`src/rtl/input_conditioner_pkg.sv`:
```
// ic_pkg: shared defaults and EXT_MODE encodings for the input conditioner
// Holds the default channel count, debounce length and stretch length,
// plus the two ext trigger encodings used by ic_channel and the top.
package ic_pkg;
    localparam int IC_N_CH     = 4;
    localparam int IC_DEB_LEN  = 4;
    localparam int IC_EXT_LEN  = 4;
    localparam int IC_EXT_RISE = 0;
    localparam int IC_EXT_BOTH = 1;
endpackage

```
`src/rtl/input_conditioner_if.sv`:
```
// input_conditioner_if: bundle of raw inputs and conditioned outputs
// Signals (all N_CH wide):
//   in    - raw per-channel inputs
//   level - debounced level
//   rise  - one-cycle pulse on debounced 0->1
//   fall  - one-cycle pulse on debounced 1->0
//   ext   - stretched trigger pulse
// Modports: master drives in and observes outputs; slave is the conditioner.
interface input_conditioner_if import ic_pkg::*; #(
    parameter int N_CH = IC_N_CH
);
    logic [N_CH-1:0] in;
    logic [N_CH-1:0] level;
    logic [N_CH-1:0] rise;
    logic [N_CH-1:0] fall;
    logic [N_CH-1:0] ext;
    modport master (output in, input level, rise, fall, ext);
    modport slave  (input in, output level, rise, fall, ext);
endinterface

```
`src/rtl/input_conditioner_channel.sv`:
```
// ic_channel: single-channel synchronize, debounce, edge detect and pulse stretch
// Ports:
//   clk, rst  - clock and asynchronous active-high reset
//   in_i      - raw input
//   level_o   - debounced level
//   rise_o    - registered pulse in the first cycle level reads 1
//   fall_o    - registered pulse in the first cycle level reads 0
//   ext_o     - stretched trigger, high EXT_LEN cycles after the last trigger
// Macro INPUT_CONDITIONER_SYNC_EN inserts a 2-flop synchronizer before the
// debounce sampler; without it in_i must already be synchronous to clk.
module ic_channel import ic_pkg::*; #(
    parameter int DEB_LEN  = IC_DEB_LEN,
    parameter int EXT_LEN  = IC_EXT_LEN,
    parameter int EXT_MODE = IC_EXT_RISE
) (
    input  logic clk,
    input  logic rst,
    input  logic in_i,
    output logic level_o,
    output logic rise_o,
    output logic fall_o,
    output logic ext_o
);
    localparam int DW = $clog2(DEB_LEN + 1);
    localparam int EW = $clog2(EXT_LEN + 1);
    // the counter only ever holds 0..DEB_LEN-1; the edge that would reach
    // DEB_LEN flips the level instead
    localparam logic [DW-1:0] DEB_LAST = DW'(DEB_LEN - 1);
    localparam logic [EW-1:0] EXT_LOAD = EW'(EXT_LEN);
    logic sample;
`ifdef INPUT_CONDITIONER_SYNC_EN
    logic sync1_q, sync2_q;
    always_ff @(posedge clk or posedge rst) begin
        if (rst) {sync1_q, sync2_q} <= 2'b00;
        else     {sync1_q, sync2_q} <= {in_i, sync1_q};
    end
    assign sample = sync2_q;
`else
    assign sample = in_i;
`endif
    logic [DW-1:0] deb_q, deb_d;
    logic [EW-1:0] ext_q, ext_d;
    logic level_q, level_d, rise_q, rise_d, fall_q, fall_d;
    logic diff, flip, trig;
    always_comb begin
        diff    = sample != level_q;
        flip    = diff && (deb_q == DEB_LAST);
        deb_d   = (diff && !flip) ? deb_q + 1'b1 : '0;
        level_d = flip ? sample : level_q;
        rise_d  = flip && sample;
        fall_d  = flip && !sample;
        trig    = rise_d || ((EXT_MODE == IC_EXT_BOTH) && fall_d);
        // retrigger reloads rather than accumulates; decrement saturates at 0
        ext_d   = trig ? EXT_LOAD : ((ext_q != '0) ? ext_q - 1'b1 : '0);
    end
    always_ff @(posedge clk or posedge rst) begin
        if (rst) begin
            deb_q   <= '0;
            ext_q   <= '0;
            level_q <= 1'b0;
            rise_q  <= 1'b0;
            fall_q  <= 1'b0;
        end else begin
            deb_q   <= deb_d;
            ext_q   <= ext_d;
            level_q <= level_d;
            rise_q  <= rise_d;
            fall_q  <= fall_d;
        end
    end
    assign level_o = level_q;
    assign rise_o  = rise_q;
    assign fall_o  = fall_q;
    assign ext_o   = ext_q != '0;
endmodule

```
`src/rtl/input_conditioner.sv`:
```
// input_conditioner: N_CH independent debounce / edge / stretch channels
// Ports:
//   clk, rst - clock and asynchronous active-high reset
//   bus      - input_conditioner_if slave: in, level, rise, fall, ext
// Parameters: N_CH, DEB_LEN, EXT_LEN, EXT_MODE (IC_EXT_RISE / IC_EXT_BOTH).
// Macro INPUT_CONDITIONER_SYNC_EN adds a 2-flop synchronizer per channel.
module input_conditioner import ic_pkg::*; #(
    parameter int N_CH     = IC_N_CH,
    parameter int DEB_LEN  = IC_DEB_LEN,
    parameter int EXT_LEN  = IC_EXT_LEN,
    parameter int EXT_MODE = IC_EXT_RISE
) (
    input logic clk,
    input logic rst,
    input_conditioner_if.slave bus
);
    genvar i;
    for (i = 0; i < N_CH; i++) begin : g_ch
        ic_channel #(
            .DEB_LEN (DEB_LEN),
            .EXT_LEN (EXT_LEN),
            .EXT_MODE(EXT_MODE)
        ) u_ch (
            .clk    (clk),
            .rst    (rst),
            .in_i   (bus.in[i]),
            .level_o(bus.level[i]),
            .rise_o (bus.rise[i]),
            .fall_o (bus.fall[i]),
            .ext_o  (bus.ext[i])
        );
    end
endmodule

```
`src/flat_wrapper.sv`:
```
// flat-port wrapper written by rule: the top's interface ports become plain ports
module input_conditioner_flat import ic_pkg::*;
#(
    parameter int N_CH     = IC_N_CH,
    parameter int DEB_LEN  = IC_DEB_LEN,
    parameter int EXT_LEN  = IC_EXT_LEN,
    parameter int EXT_MODE = IC_EXT_RISE
)
  (clk, rst, bus_in, bus_level, bus_rise, bus_fall, bus_ext);
  input_conditioner_if #(.N_CH(N_CH)) bus_i ();
  input logic clk;
  input logic rst;
  input wire logic [$bits(bus_i.in)-1:0] bus_in;
  output wire logic [$bits(bus_i.level)-1:0] bus_level;
  output wire logic [$bits(bus_i.rise)-1:0] bus_rise;
  output wire logic [$bits(bus_i.fall)-1:0] bus_fall;
  output wire logic [$bits(bus_i.ext)-1:0] bus_ext;
  assign bus_i.in = bus_in;
  assign bus_level = bus_i.level;
  assign bus_rise = bus_i.rise;
  assign bus_fall = bus_i.fall;
  assign bus_ext = bus_i.ext;
  input_conditioner #(.N_CH(N_CH), .DEB_LEN(DEB_LEN), .EXT_LEN(EXT_LEN), .EXT_MODE(EXT_MODE)) u_core (.clk(clk), .rst(rst), .bus(bus_i));
endmodule
```
`config.mk`:
```
export PLATFORM = sky130hd
export DESIGN_NAME = input_conditioner_flat
export DESIGN_NICKNAME = d
export VERILOG_FILES = /design/src/rtl/input_conditioner_pkg.sv /design/src/rtl/input_conditioner_if.sv /design/src/rtl/input_conditioner_channel.sv /design/src/rtl/input_conditioner.sv /design/src/flat_wrapper.sv
export SDC_FILE = /design/constraint.sdc
export NUM_CORES = 1
export LEC_CHECK = 0
export ABC_AREA = 1
export CAP_MARGIN = 20
export CELL_PAD_IN_SITES_DETAIL_PLACEMENT = 1
export CELL_PAD_IN_SITES_GLOBAL_PLACEMENT = 1
export CORE_MARGIN = 1
export CORE_UTILIZATION = 44
export DETAILED_ROUTE_END_ITERATION = 6
export GPL_ROUTABILITY_DRIVEN = 0
export HOLD_SLACK_MARGIN = 0.03
export PLACE_DENSITY = 0.88
export SLEW_MARGIN = 20
export SYNTH_ARGS = -nofsm -noshare
export SYNTH_HDL_FRONTEND = slang
export SYNTH_SLANG_ARGS = --single-unit
```
`constraint.sdc`:
```
create_clock -name clk -period 3.35 [get_ports clk]
set_input_delay 0.5025 -clock clk [delete_from_list [all_inputs] [get_ports clk]]
set_output_delay 0.5025 -clock clk [all_outputs]
set_load 0.02 [all_outputs]
```
Word level (Yosys, flattened, before mapping)
Index checks and enable logic that the tools add are counted.

Muxes and demuxes: 12. Reduce and logical (&&, ||, !) cells: 28. Eq/ne operators: 8. $add $sub $neg: 8.

Operator list (count): 3-bit 2-to-1 mux (12); 1-bit logical AND (16); 3-bit by 1-bit adder with 3-bit output (second input constant) (4); 3-bit by 2-bit equality test with 1-bit output (second input constant) (4); 3-bit nonzero test (4); 3-bit by 1-bit subtractor with 3-bit output (second input constant) (4); 1-bit zero test (8); 1-bit inequality test (4).

Flip-flop bits (word level): 36. Output and inout port bits: 16. Logic and storage cells: 76.

Longest topological paths before layout
Gate-level depths: netlist (run 1).

Depth after elaboration: 5. Mapped depth: 5.

Hierarchy
A second synthesis (run 1) with hierarchy kept.

Cells, all modules: 156. Area, all modules: 1481.4 um^2.

Modules (own cells, without submodules): ic_channel (seq. area each 225.2 um^2, area an instance 370.4 um^2, cells an instance 39, instances 4).

Worst setup path before layout (run 1)
Ideal clock, no wire load.

Kind: reg-to-output. Start: reg u_core.g_ch[1].u_ch.ext_q[0]. End: out bus_ext[1]. Path buffers: 1. Path slack: 2.115 ns. Cell stages (with the launch flop): 4. Arrival: 0.733 ns. Cells stage by stage: dfrtp_1 nor2_2 nand2_1 buf_4.

Longest elaborated chain between the ends: 1.

RTL lines: start, declared (RTL line input_conditioner_channel.sv:42) `logic [EW-1:0] ext_q, ext_d;`; start signal, assigned (RTL line input_conditioner_channel.sv:65) `ext_q <= ext_d;`; 3-bit nonzero test (RTL line input_conditioner_channel.sv:74) `assign ext_o = ext_q != '0;`; end, declared (RTL line flat_wrapper.sv:17) `output wire logic [$bits(bus_i.ext)-1:0] bus_ext;`.

No other way between the ends.

Worst setup path after layout (run 1)
Start: reg u_core.g_ch[2].u_ch.ext_q[0]. End: out bus_ext[2].

Longest elaborated chain between the ends: 1.

RTL lines (RTL line): start, declared (input_conditioner_channel.sv:42); start signal, assigned (input_conditioner_channel.sv:65); 3-bit nonzero test (input_conditioner_channel.sv:74).

No other way between the ends.

==> parameters.txt, run 1 <==
Parameter                              Value

Outcome
  Run status ... completed

Timing
  Final min period ... 2.06 ns
  Fin. Hold Viols ... 0
  FMAX ... 485 MHz
  Final Max Slew Viols ... 0
  Worst hold margin ... 0.423 ns
  Portion of the clock cycle consumed by the worst path in the final layout ... 61.6%
  Sum Neg Setup Slack ... 0 ns
  Unrepaired setup endpoints after global routing ... no
  Worst Tran Pin Value ... 0.390 ns
  Worst clock skew ... 0.0139 ns
  Max_slew headroom ... 74.0%
  Setup violations, final ... 0

Floorplanning
  Row Count ... 21
  IO Count ... 22
  Chip Width ... 62.2 um
  Vertical extent of the die ... 62.2 um
  Core area ... 3420 um2
  Initial cell density of the core ... 46.7%
  Overall die area ... a little under 4000 um2

Logic synthesis
  Dominant register cell in the synthesized netlist ... sky130_fd_sc_hd__dfrtp_1
  Total of warnings raised by yosys ... 0
  Post-synthesis async set-or-reset flop share ... 100%
  Net count after synthesis ... around 180
  Register area share after synthesis ... 56.5%
  Mapped cell area ... 1600 um2
  Number of distinct library cell variants in the gate-level netlist after synthesis ... 14
  Synth cell count leaders ... sky130_fd_sc_hd__dfrtp_1, sky130_fd_sc_hd__nand2_1, sky130_fd_sc_hd__inv_1, sky130_fd_sc_hd__nor2_1, sky130_fd_sc_hd__buf_4
  Post-Synthesis Cells ... 169
  Cell taking the most area after synthesis ... sky130_fd_sc_hd__dfrtp_1
  EDFF count, synth ... 0
  Yosys top cell area share ... 56.5%
  Most numerous cell in the Yosys netlist ... sky130_fd_sc_hd__dfrtp_1
  Mean Syn Cell Area ... about 9.4 um2
  Dominant cells by area after synthesis ... sky130_fd_sc_hd__dfrtp_1, sky130_fd_sc_hd__buf_4, sky130_fd_sc_hd__nand2_1, sky130_fd_sc_hd__ha_1, sky130_fd_sc_hd__inv_1
  Register bit count reported by yosys ... 36

Setup path
  Slowest stage cell, crit path ... sky130_fd_sc_hd__clkdlybuf4s50_1
  Data required time of the critical path ... 2.85 ns
  Series of cell instances along the critical path ... nor2_1 -> nand2_1 -> clkdlybuf4s50_1
  Arrival time worst endpoint ... 1.56 ns
  Worst setup SP type ... register
  CP max stage delay ... between 0.5 and 0.6 ns
  Critical path start-end classification ... register to primary output
  Largest driver fanout on the critical path ... 3
  Endpoint class of the critical path ... primary output
  R2R depth ... 5

GRT
  Grt ovf ... 0
  Initial antenna violation count ... 0
  Largest net degree at the start of global routing ... 28
  Via count of the first global-routing pass ... around 1.2k
  Wire length of the first global-routing pass ... 5040 um
  Global router's overall resource usage ... between 10% and 20%

CTS
  Clock buffer count from CTS ... 5
  Number of buffers inserted to repair setup after CTS ... 0
  Master cell of the clock root buffer ... sky130_fd_sc_hd__clkbuf_4
  Clock insertion delay at the later pin of the skew report ... 0.34 ns
  TritonCTS clock tree ... done
  Maximum level of the CTS H-tree ... 2
  Cts repair resizes ... 0
  CTS Buffer Depth ... 2
  TritonCTS sink count ... 36
  Hold-fix buffers, CTS ... 0
  Register clock-pin slew on the reported worst setup and hold paths ... roughly 0.11 ns

Finish
  Fill cells ... about 410
  Area grow syn2layout ... 13.4%
  Number of antenna repair diodes ... 0
  Cell Count, Final, Fillers Out ... 229
  Layout cell share with drive strength beyond 1 ... 13.7%
  Final core utilization ... between 50% and 60%
  Sequential cell area ... 901 um2
  Number of nets in the final layout ... ~200
  Total area of multi-input combinational cells ... 465 um2

Power
  Pwr dens ... roughly 770 nW/um2
  Tot Pwr ... about 1400 uW
  Peak ir drop on the vdd network ... around 0.34 mV
  Leak Pwr ... ~0.0009 uW

Routing
  Average detailed-routed wire length per instance ... 12.5 um
  Post-DR vias/cell ... 4.64
  Total wire length ... 2860 um
  Violation count after the first detailed-routing iteration ... 30
  Drt drc ... 0
  Detailed-router iteration count before antenna repair ... 4
  Residual antenna-violating net count after detailed routing ... 0
  DR vias ... 1,063

Place
  HPWL reported at the end of detailed placement ... 2130 um
  Cells after DPL ... 221
  Port Buffer Count ... 21

Hold path
  Worst hold path class ... input port to async pin

Job
  Max Cap Violations ... 0
[worst paths after layout]
path                                         startpoint                           end  slack (ns)
setup / recovery           u_core.g_ch[2].u_ch.ext_q[0]                    bus_ext[2]        1.29
hold / removal                                      rst  u_core.g_ch[2].u_ch.deb_q[1]        0.42
setup reg to reg           u_core.g_ch[0].u_ch.deb_q[0]  u_core.g_ch[0].u_ch.deb_q[0]        2.05
hold reg to reg            u_core.g_ch[1].u_ch.deb_q[0]  u_core.g_ch[1].u_ch.deb_q[0]        0.45
max in group asynchronous                           rst    u_core.g_ch[1].u_ch.fall_o        2.23
min in group clk           u_core.g_ch[1].u_ch.deb_q[0]  u_core.g_ch[1].u_ch.deb_q[0]        0.45
[cell families (layout without fill, tap and decap cells)]
kind of cell             Yosys count  after routing  share of synthesized area, %
AND/OR/NAND/NOR                   68             68                          19.1
buffers and inverters             45             59                          14.4
flip-flops                        36             36                          56.5
AO/OA/AOI/OAI                     12             12                          3.76
adder cells (fa/ha/maj)            8              8                          6.27
[metal layers]
metal,global-route usage [%],routed length (um),vias to the layer above
li1,-,-,526
met1,17.2,1120,513
met2,32.8,1600,20
met3,5.88,114,4
met4,6.10,21,0
met5,0,0,-
[power by group]
part           total, uW  internal (uW)  switching, uW  leakage (uW)
registers            620            550           70.4      0.000481
logic                536            213            323      0.000387
clock network        238            104            135     0.0000326
total               1400            867            528      0.000901
[flip-flops by register name, indices dropped and copies added (netlist names)]
register	cells
u_core.g_ch.u_ch.deb_q	12
u_core.g_ch.u_ch.ext_q	12
u_core.g_ch.u_ch.fall_o	4
u_core.g_ch.u_ch.level_o	4
u_core.g_ch.u_ch.rise_o	4
[metrics by stage]
step                area, um2  worst slack, ns
finish                   1810             1.29
global route             1810             1.17
CTS                      1810             1.26
detailed placement       1750             1.66
global placement         1750             1.72
floorplan                1600             2.04
[cell type report]
type	instances	area share, %
sequential	36	49.8
multi-input combinational	88	25.7
timing repair buffer	22	12.0
inverter	29	6.02
clock buffer	8	3.25
tap	46	3.18
[worst max-delay path, delay by kind of cell, from the launching register on]
kind / cells / cell delay (ns)
and+or+nand+nor: 2 / 0.26
DFF: 1 / 0.41
buffers and inverters: 1 / 0.55
[cell usage in the layout (no fill, tap or decap)]
master / count
sky130_fd_sc_hd__nand3_2: 4
sky130_fd_sc_hd__nand3_1: 4
sky130_fd_sc_hd__clkbuf_1: 2
sky130_fd_sc_hd__a21oi_1: 4
sky130_fd_sc_hd__inv_2: 8
sky130_fd_sc_hd__nand2_1: 32
sky130_fd_sc_hd__buf_4: 1
sky130_fd_sc_hd__ha_1: 8
sky130_fd_sc_hd__nor3_1: 4
sky130_fd_sc_hd__o21ai_0: 2
sky130_fd_sc_hd__clkbuf_8: 1
sky130_fd_sc_hd__clkbuf_4: 5
sky130_fd_sc_hd__clkdlybuf4s50_1: 21
sky130_fd_sc_hd__inv_1: 21
sky130_fd_sc_hd__nor2_2: 6
sky130_fd_sc_hd__dfrtp_1: 36
sky130_fd_sc_hd__nor2_1: 18
sky130_fd_sc_hd__o21ai_1: 6
(Power assumes the default switching activity.)
==> run 2, diff against run 1 <==
--- a/config.mk
+++ b/config.mk
@@ -10,11 +10,11 @@
 export CELL_PAD_IN_SITES_DETAIL_PLACEMENT = 1
 export CELL_PAD_IN_SITES_GLOBAL_PLACEMENT = 1
 export CORE_MARGIN = 1
-export CORE_UTILIZATION = 44
+export CORE_UTILIZATION = 37
 export DETAILED_ROUTE_END_ITERATION = 6
 export GPL_ROUTABILITY_DRIVEN = 0
 export HOLD_SLACK_MARGIN = 0.03
-export PLACE_DENSITY = 0.88
+export PLACE_DENSITY = 0.79
 export SLEW_MARGIN = 20
 export SYNTH_ARGS = -nofsm -noshare
 export SYNTH_HDL_FRONTEND = slang
==> constraint.sdc (replaced) <==
create_clock -name clk -period 1.65 [get_ports clk]
set_input_delay 0.2475 -clock clk [delete_from_list [all_inputs] [get_ports clk]]
set_output_delay 0.2475 -clock clk [all_outputs]
set_load 0.02 [all_outputs]
==> run 2 against run 1 <==
Sequential cell count unchanged. Clock-buffer cell count decreased by 1. Critical path depth decreased by 2. Hold slack got worse by 0.068 ns. Combinational power increased by 98%. Sequential power increased by 100%. Wire length increased by 2.6%. Utilization decreased by 6.6 points. Clock skew decreased by 0.0095 ns. Clock power increased to 3.5 times the previous value. Total power increased by 130%. Die area increased by 18%. Largest cell class unchanged. Largest power group unchanged. Highest routed layer unchanged.
==> parameters.txt, run 2 (synthesis results as in run 1) <==
Parameter                              Value

Outcome
  Run status ... completed

Floorplanning
  Core area ... between 4000 and 5000 um2
  Chip Width ... 67.7 um
  Initial cell density of the core ... 39.3%
  Vertical extent of the die ... between 60 and 70 um
  IO Count ... 22
  Overall die area ... 4580 um2
  Row Count ... 23

Setup path
  Largest driver fanout on the critical path ... 3
  Series of cell instances along the critical path ... clkdlybuf4s50_1
  Top delay family on crit path ... buffers and inverters
  Slowest stage cell, crit path ... sky130_fd_sc_hd__clkdlybuf4s50_1
  Critical path start-end classification ... register to primary output
  CP max stage delay ... 0.63 ns
  Endpoint class of the critical path ... primary output
  Worst setup SP type ... register
  Arrival time worst endpoint ... 1.30 ns
  Data required time of the critical path ... approximately 1.4 ns
  Crit path buffers/inverters ... 1

Place
  HPWL reported at the end of detailed placement ... 2240 um
  Port Buffer Count ... 21
  Cells after DPL ... 225

Timing
  Worst Tran Pin Value ... 0.451 ns
  Portion of the clock cycle consumed by the worst path in the final layout ... 94.0%
  Sum Neg Setup Slack ... 0 ns
  Fin. Hold Viols ... 0
  Setup violations, final ... 0
  Worst hold margin ... about 0.36 ns
  Final min period ... 1.55 ns
  Unrepaired setup endpoints after global routing ... no
  Final Max Slew Viols ... 0
  Worst clock skew ... 0.00444 ns
  Max_slew headroom ... 69.9%
  FMAX ... 645 MHz

Finish
  Most frequent cells in the layout ... sky130_fd_sc_hd__dfrtp_1, sky130_fd_sc_hd__nand2_1, sky130_fd_sc_hd__inv_1, sky130_fd_sc_hd__clkdlybuf4s50_1, sky130_fd_sc_hd__nor2_1
  Number of nets in the final layout ... about 200
  Fill cells ... 455
  Area grow syn2layout ... 18.0%
  Layout cell share with drive strength beyond 1 ... between 10% and 20%
  Cell Count, Final, Fillers Out ... ~230
  Most frequent standard cell in the layout excluding fill and tap cells ... sky130_fd_sc_hd__dfrtp_1
  Final core utilization ... between 40% and 50%
  Number of antenna repair diodes ... 0
  Regs by FF count ... u_core.g_ch.u_ch.deb_q x12, u_core.g_ch.u_ch.ext_q x12

GRT
  Largest net degree at the start of global routing ... 37
  Grt ovf ... 0
  Wire length of the first global-routing pass ... 5160 um
  Via count of the first global-routing pass ... 1,158
  Met3 GRT Util ... 6.42%
  Global router's overall resource usage ... 16.3%
  Global routing usage on met2 ... 27.6%
  Initial antenna violation count ... 0
  Layer with the highest usage after global routing ... met2
  Routing usage on met1 ... about 17%

CTS
  Clock buffer count from CTS ... 5
  TritonCTS sink count ... 36
  Cts repair resizes ... 4
  Number of buffers inserted to repair setup after CTS ... 0
  CTS Buffer Depth ... 2
  Master cell of the clock root buffer ... sky130_fd_sc_hd__clkbuf_8
  Clock insertion delay at the later pin of the skew report ... 0.28 ns
  Register clock-pin slew on the reported worst setup and hold paths ... approximately 0.07 ns
  Hold-fix buffers, CTS ... 0
  TritonCTS clock tree ... done
  Maximum level of the CTS H-tree ... 2

Power
  Peak ir drop on the vdd network ... 0.769 mV
  Pwr dens ... approximately 1700 nW/um2
  Leak Pwr ... between 0.0009 and 0.001 uW

Routing
  Violation count after the first detailed-routing iteration ... 44
  DR vias ... 1,063
  Drt drc ... 0
  Average detailed-routed wire length per instance ... 12.6 um
  Post-DR vias/cell ... between 4 and 5
  Detailed-router iteration count before antenna repair ... 4
  Total wire length ... 2940 um
  Residual antenna-violating net count after detailed routing ... 0

Job
  Max Cap Violations ... 0

Hold path
  Worst hold path class ... input port to async pin
## run 2: changes by cell type in the layout (fill, tap and decap cells not counted)
cell                              before  now
sky130_fd_sc_hd__nor2_1               18   16
sky130_fd_sc_hd__clkbuf_1              2    0
sky130_fd_sc_hd__clkbuf_8              1    7
sky130_fd_sc_hd__dlygate4sd2_1         0    4
sky130_fd_sc_hd__clkdlybuf4s50_1      21   17
sky130_fd_sc_hd__nor2_2                6    8
sky130_fd_sc_hd__bufinv_16             0    1
sky130_fd_sc_hd__clkbuf_4              5    0
## run 2: worst register-to-register path, cell delays in order (launching register included)
cell                      delay, ns
sky130_fd_sc_hd__dfrtp_1       0.40
sky130_fd_sc_hd__ha_1          0.21
sky130_fd_sc_hd__ha_1          0.23
sky130_fd_sc_hd__inv_2         0.10
sky130_fd_sc_hd__nand3_2       0.10
sky130_fd_sc_hd__nor2_1        0.12
## run 2: through the flow
step | power, uW | setup WS (ns) | instance area [um2]
2_1_floorplan | 2100 | 0.579 | 1600
3_3_place_gp | 2240 | 0.280 | 1760
3_5_place_dp | 2370 | 0.167 | 1760
4_1_cts | 3200 | 0.0685 | 1880
5_1_grt | 3400 | 0.0375 | 1880
6_report | 3150 | 0.0987 | 1880
## run 2: worst paths after layout
path	to	cells after the start	from	slack, ns
max	bus_level[1]	1	u_core.g_ch[1].u_ch.level_o	0.1
min	u_core.g_ch[3].u_ch.level_o	3	rst	0.36
max reg2reg	u_core.g_ch[0].u_ch.deb_q[1]	5	u_core.g_ch[0].u_ch.deb_q[0]	0.41
min reg2reg	u_core.g_ch[3].u_ch.deb_q[0]	1	u_core.g_ch[3].u_ch.deb_q[0]	0.43
max in group asynchronous	u_core.g_ch[0].u_ch.ext_q[1]	3	rst	0.96
min in group clk	u_core.g_ch[3].u_ch.deb_q[0]	1	u_core.g_ch[3].u_ch.deb_q[0]	0.43
## run 2: final cells by class
class,count,area [um2],area share (%)
clock buffers,7,96.3,5.12
clock inverters,1,30.0,1.60
inverters,29,109,5.78
multi-input cells,88,470,25.0
flip-flops and latches,36,901,47.9
well taps,50,62.6,3.32
repair buffers,22,213,11.3
## run 2: routing by layer
layer	part of all wire (%)	wire (um)
met1	39	1150
met4	2.7	78
met3	4.2	122
met2	54	1580
met5	0	0
## run 2: power breakdown
part / internal (uW) / switching (uW) / leakage [uW]
Clock: 533 / 299 / 0.0000645
Combinational: 402 / 656 / 0.000402
Sequential: 1120 / 142 / 0.000481
Total: 2050 / 1100 / 0.000948
==> run 3, diff against run 2 <==
--- a/config.mk
+++ b/config.mk
@@ -6,15 +6,17 @@
 export NUM_CORES = 1
 export LEC_CHECK = 0
 export ABC_AREA = 1
+export ABC_CLOCK_PERIOD_IN_PS = 1650
 export CAP_MARGIN = 20
 export CELL_PAD_IN_SITES_DETAIL_PLACEMENT = 1
 export CELL_PAD_IN_SITES_GLOBAL_PLACEMENT = 1
 export CORE_MARGIN = 1
-export CORE_UTILIZATION = 37
+export CORE_UTILIZATION = 39
+export CTS_BUF_LIST = sky130_fd_sc_hd__clkbuf_4 sky130_fd_sc_hd__clkbuf_8
 export DETAILED_ROUTE_END_ITERATION = 6
 export GPL_ROUTABILITY_DRIVEN = 0
 export HOLD_SLACK_MARGIN = 0.03
-export PLACE_DENSITY = 0.79
+export PLACE_DENSITY = 0.83
 export SLEW_MARGIN = 20
 export SYNTH_ARGS = -nofsm -noshare
 export SYNTH_HDL_FRONTEND = slang
==> run 3 against run 2 <==
Sequential share of layout area grew 0.94 points. Setup slack gained 0.0064 ns. Total power shrank 5.8%. First-iteration DRC count shrank 23%. Critical path type unchanged. Largest cell class unchanged. Utilization grew 2.2 points.
==> parameters.txt, run 3 (synthesis results as in run 1) <==
Parameter                              Value

Hold path
  Worst hold path class ... input port to async pin

CTS
  Clock insertion delay at the later pin of the skew report ... 0.28 ns
  CTS Buffer Depth ... 2
  Register clock-pin slew on the reported worst setup and hold paths ... 0.07 ns
  Clock buffer count from CTS ... 5
  TritonCTS clock tree ... done
  Number of buffers inserted to repair setup after CTS ... 0
  Maximum level of the CTS H-tree ... 2
  Master cell of the clock root buffer ... sky130_fd_sc_hd__clkbuf_8
  TritonCTS sink count ... 36

Routing
  Drt drc ... 0
  Violation count after the first detailed-routing iteration ... 34
  Post-DR vias/cell ... 4.68
  DR vias ... about 1.1k
  Average detailed-routed wire length per instance ... 12.5 um
  Residual antenna-violating net count after detailed routing ... 0
  Detailed-router iteration count before antenna repair ... 4
  Total wire length ... 2890 um

Power
  Pwr dens ... 1610 nW/um2
  Tot Pwr ... 2970 uW
  Seq pwr share ... ~43%
  Reported net switching power ... 1070 uW
  Clock power frac ... a little over a fifth
  Part of the power in combinational logic ... 35.5%
  Switch share ... 36.1%
  Peak ir drop on the vdd network ... 0.726 mV
  Internal Dissipation ... around 1900 uW
  Leak Pwr ... 0.000934 uW

Setup path
  Worst setup SP type ... register
  Setup slack of the most critical reg-to-reg path ... 0.43 ns
  Data required time of the critical path ... about 1.4 ns
  Endpoint class of the critical path ... primary output
  Launch instance of the worst register-to-register path ... u_core.g_ch[1].u_ch.deb_q[0]
  Top delay family on crit path ... flip-flops
  CP max stage delay ... roughly 0.38 ns
  Critical path start-end classification ... register to primary output
  Largest driver fanout on the critical path ... 3
  R2R depth ... 5
  Crit path buffers/inverters ... 1
  Series of cell instances along the critical path ... nor2_1 -> nand2_1 -> dlygate4sd2_1
  R2R Path End ... u_core.g_ch[1].u_ch.deb_q[2]
  Arrival time worst endpoint ... 1.30 ns
  Slowest stage cell, crit path ... sky130_fd_sc_hd__dfrtp_1

Floorplanning
  Chip Width ... 66.0 um
  Core area ... 3800 um2
  Overall die area ... 4350 um2
  Vertical extent of the die ... 66.0 um
  Row Count ... 22
  IO Count ... 22
  Initial cell density of the core ... between 40% and 50%

Finish
  Sequential cell area ... about 900 um2
  Layout cell share with drive strength beyond 1 ... 14.8%
  Number of nets in the final layout ... 196
  Number of antenna repair diodes ... 0
  Most frequent standard cell in the layout excluding fill and tap cells ... sky130_fd_sc_hd__dfrtp_1
  Regs by FF count ... u_core.g_ch.u_ch.deb_q x12, u_core.g_ch.u_ch.ext_q x12
  Area grow syn2layout ... 15.7%
  Total area of multi-input combinational cells ... 465 um2
  Most frequent cells in the layout ... sky130_fd_sc_hd__dfrtp_1, sky130_fd_sc_hd__nand2_1, sky130_fd_sc_hd__inv_1, sky130_fd_sc_hd__nor2_1, sky130_fd_sc_hd__clkdlybuf4s50_1
  Fill cells ... 447

GRT
  Routing usage on met1 ... 14.7%
  Layer with the highest usage after global routing ... met2
  Global routing usage on met2 ... 30.1%
  Global router's overall resource usage ... 15.8%
  Wire length of the first global-routing pass ... 4890 um
  Largest net degree at the start of global routing ... 37
  Met3 GRT Util ... between 6 and 7%
  Grt ovf ... 0
  Via count of the first global-routing pass ... 1,177
  Initial antenna violation count ... 0

Place
  Port Buffer Count ... 21
  HPWL reported at the end of detailed placement ... around 2300 um

Job
  Max Cap Violations ... 0

Timing
  Worst hold margin ... ~0.36 ns
  Portion of the clock cycle consumed by the worst path in the final layout ... around 94%
  Final Max Slew Viols ... 0
  Final min period ... 1.54 ns
  Worst clock skew ... 0.00720 ns
  FMAX ... 647 MHz
  Fin. Hold Viols ... 0
  Unrepaired setup endpoints after global routing ... no
  Max_slew headroom ... 70.6%
  Worst Tran Pin Value ... roughly 0.44 ns
  Sum Neg Setup Slack ... 0 ns
  Setup violations, final ... 0

Outcome
  Run status ... completed
-- run 3: cell types whose count changed in the layout (fill, tap and decap cells not counted), sizes merged --
cell	previous run	this run
bufinv	1	0
clkbuf	7	8
-- run 3: power by group through the flow --
stage          clock network, uW  registers, uW  logic (uW)
6_report                     654           1260        1050
5_1_grt                      716           1280        1190
4_1_cts                      684           1260        1080
3_5_place_dp                   0           1280        1110
3_3_place_gp                   0           1250         995
2_1_floorplan                  0           1240         860
-- run 3: routing by layer --
metal,up-vias,wire length [um]
met5,-,0
met4,0,62
met3,7,124
met2,18,1650
met1,531,1060
li1,526,-
-- run 3: cell type report --
class	instances	area share, %
Timing Repair Buffer	22	11.5
Sequential cell	36	48.8
Multi-Input combinational cell	88	25.2
Clock buffer	8	5.29
Inverter	29	5.90
Tap cell	48	3.25
-- run 3: tightest hold or removal path, cell delays in order --
cell	delay, ns
sky130_fd_sc_hd__clkdlybuf4s50_1	0.39
sky130_fd_sc_hd__inv_1	0.05
sky130_fd_sc_hd__buf_4	0.39
-- run 3: worst max path at each step --
stage / startpoint / endpoint / slack (ns) / depth (start not counted)
after global placement: u_core.g_ch[3].u_ch.ext_q[0] / bus_ext[3] / 0.28 / 3
after global routing: u_core.g_ch[0].u_ch.ext_q[1] / bus_ext[0] / 0.02 / 3
after CTS: u_core.g_ch[0].u_ch.ext_q[1] / bus_ext[0] / 0.08 / 3
final: u_core.g_ch[0].u_ch.ext_q[1] / bus_ext[0] / 0.11 / 3
after floorplan: u_core.g_ch[1].u_ch.deb_q[0] / u_core.g_ch[1].u_ch.deb_q[0] / 0.58 / 5
after detailed placement: u_core.g_ch[0].u_ch.ext_q[0] / bus_ext[0] / 0.18 / 3
-- run 3: through the flow --
| stage | worst slack (ns) | std cells | area, um2 | util, % |
|---|---|---|---|---|
| after floorplan | 0.579 | 169 | 1600 | - |
| final | 0.105 | 231 | 1850 | 48.6 |
| after global placement | 0.278 | 223 | 1750 | 46.1 |
| after global routing | 0.0152 | 231 | 1850 | 48.6 |
| after detailed placement | 0.177 | 223 | 1750 | 46.1 |
| after CTS | 0.0837 | 231 | 1850 | 48.6 |
-- run 3: repair_timing --
item                       in CTS  in global routing
resized for setup               4                  0
hold buffers                    0                  0
setup endpoints to repair       4                  0
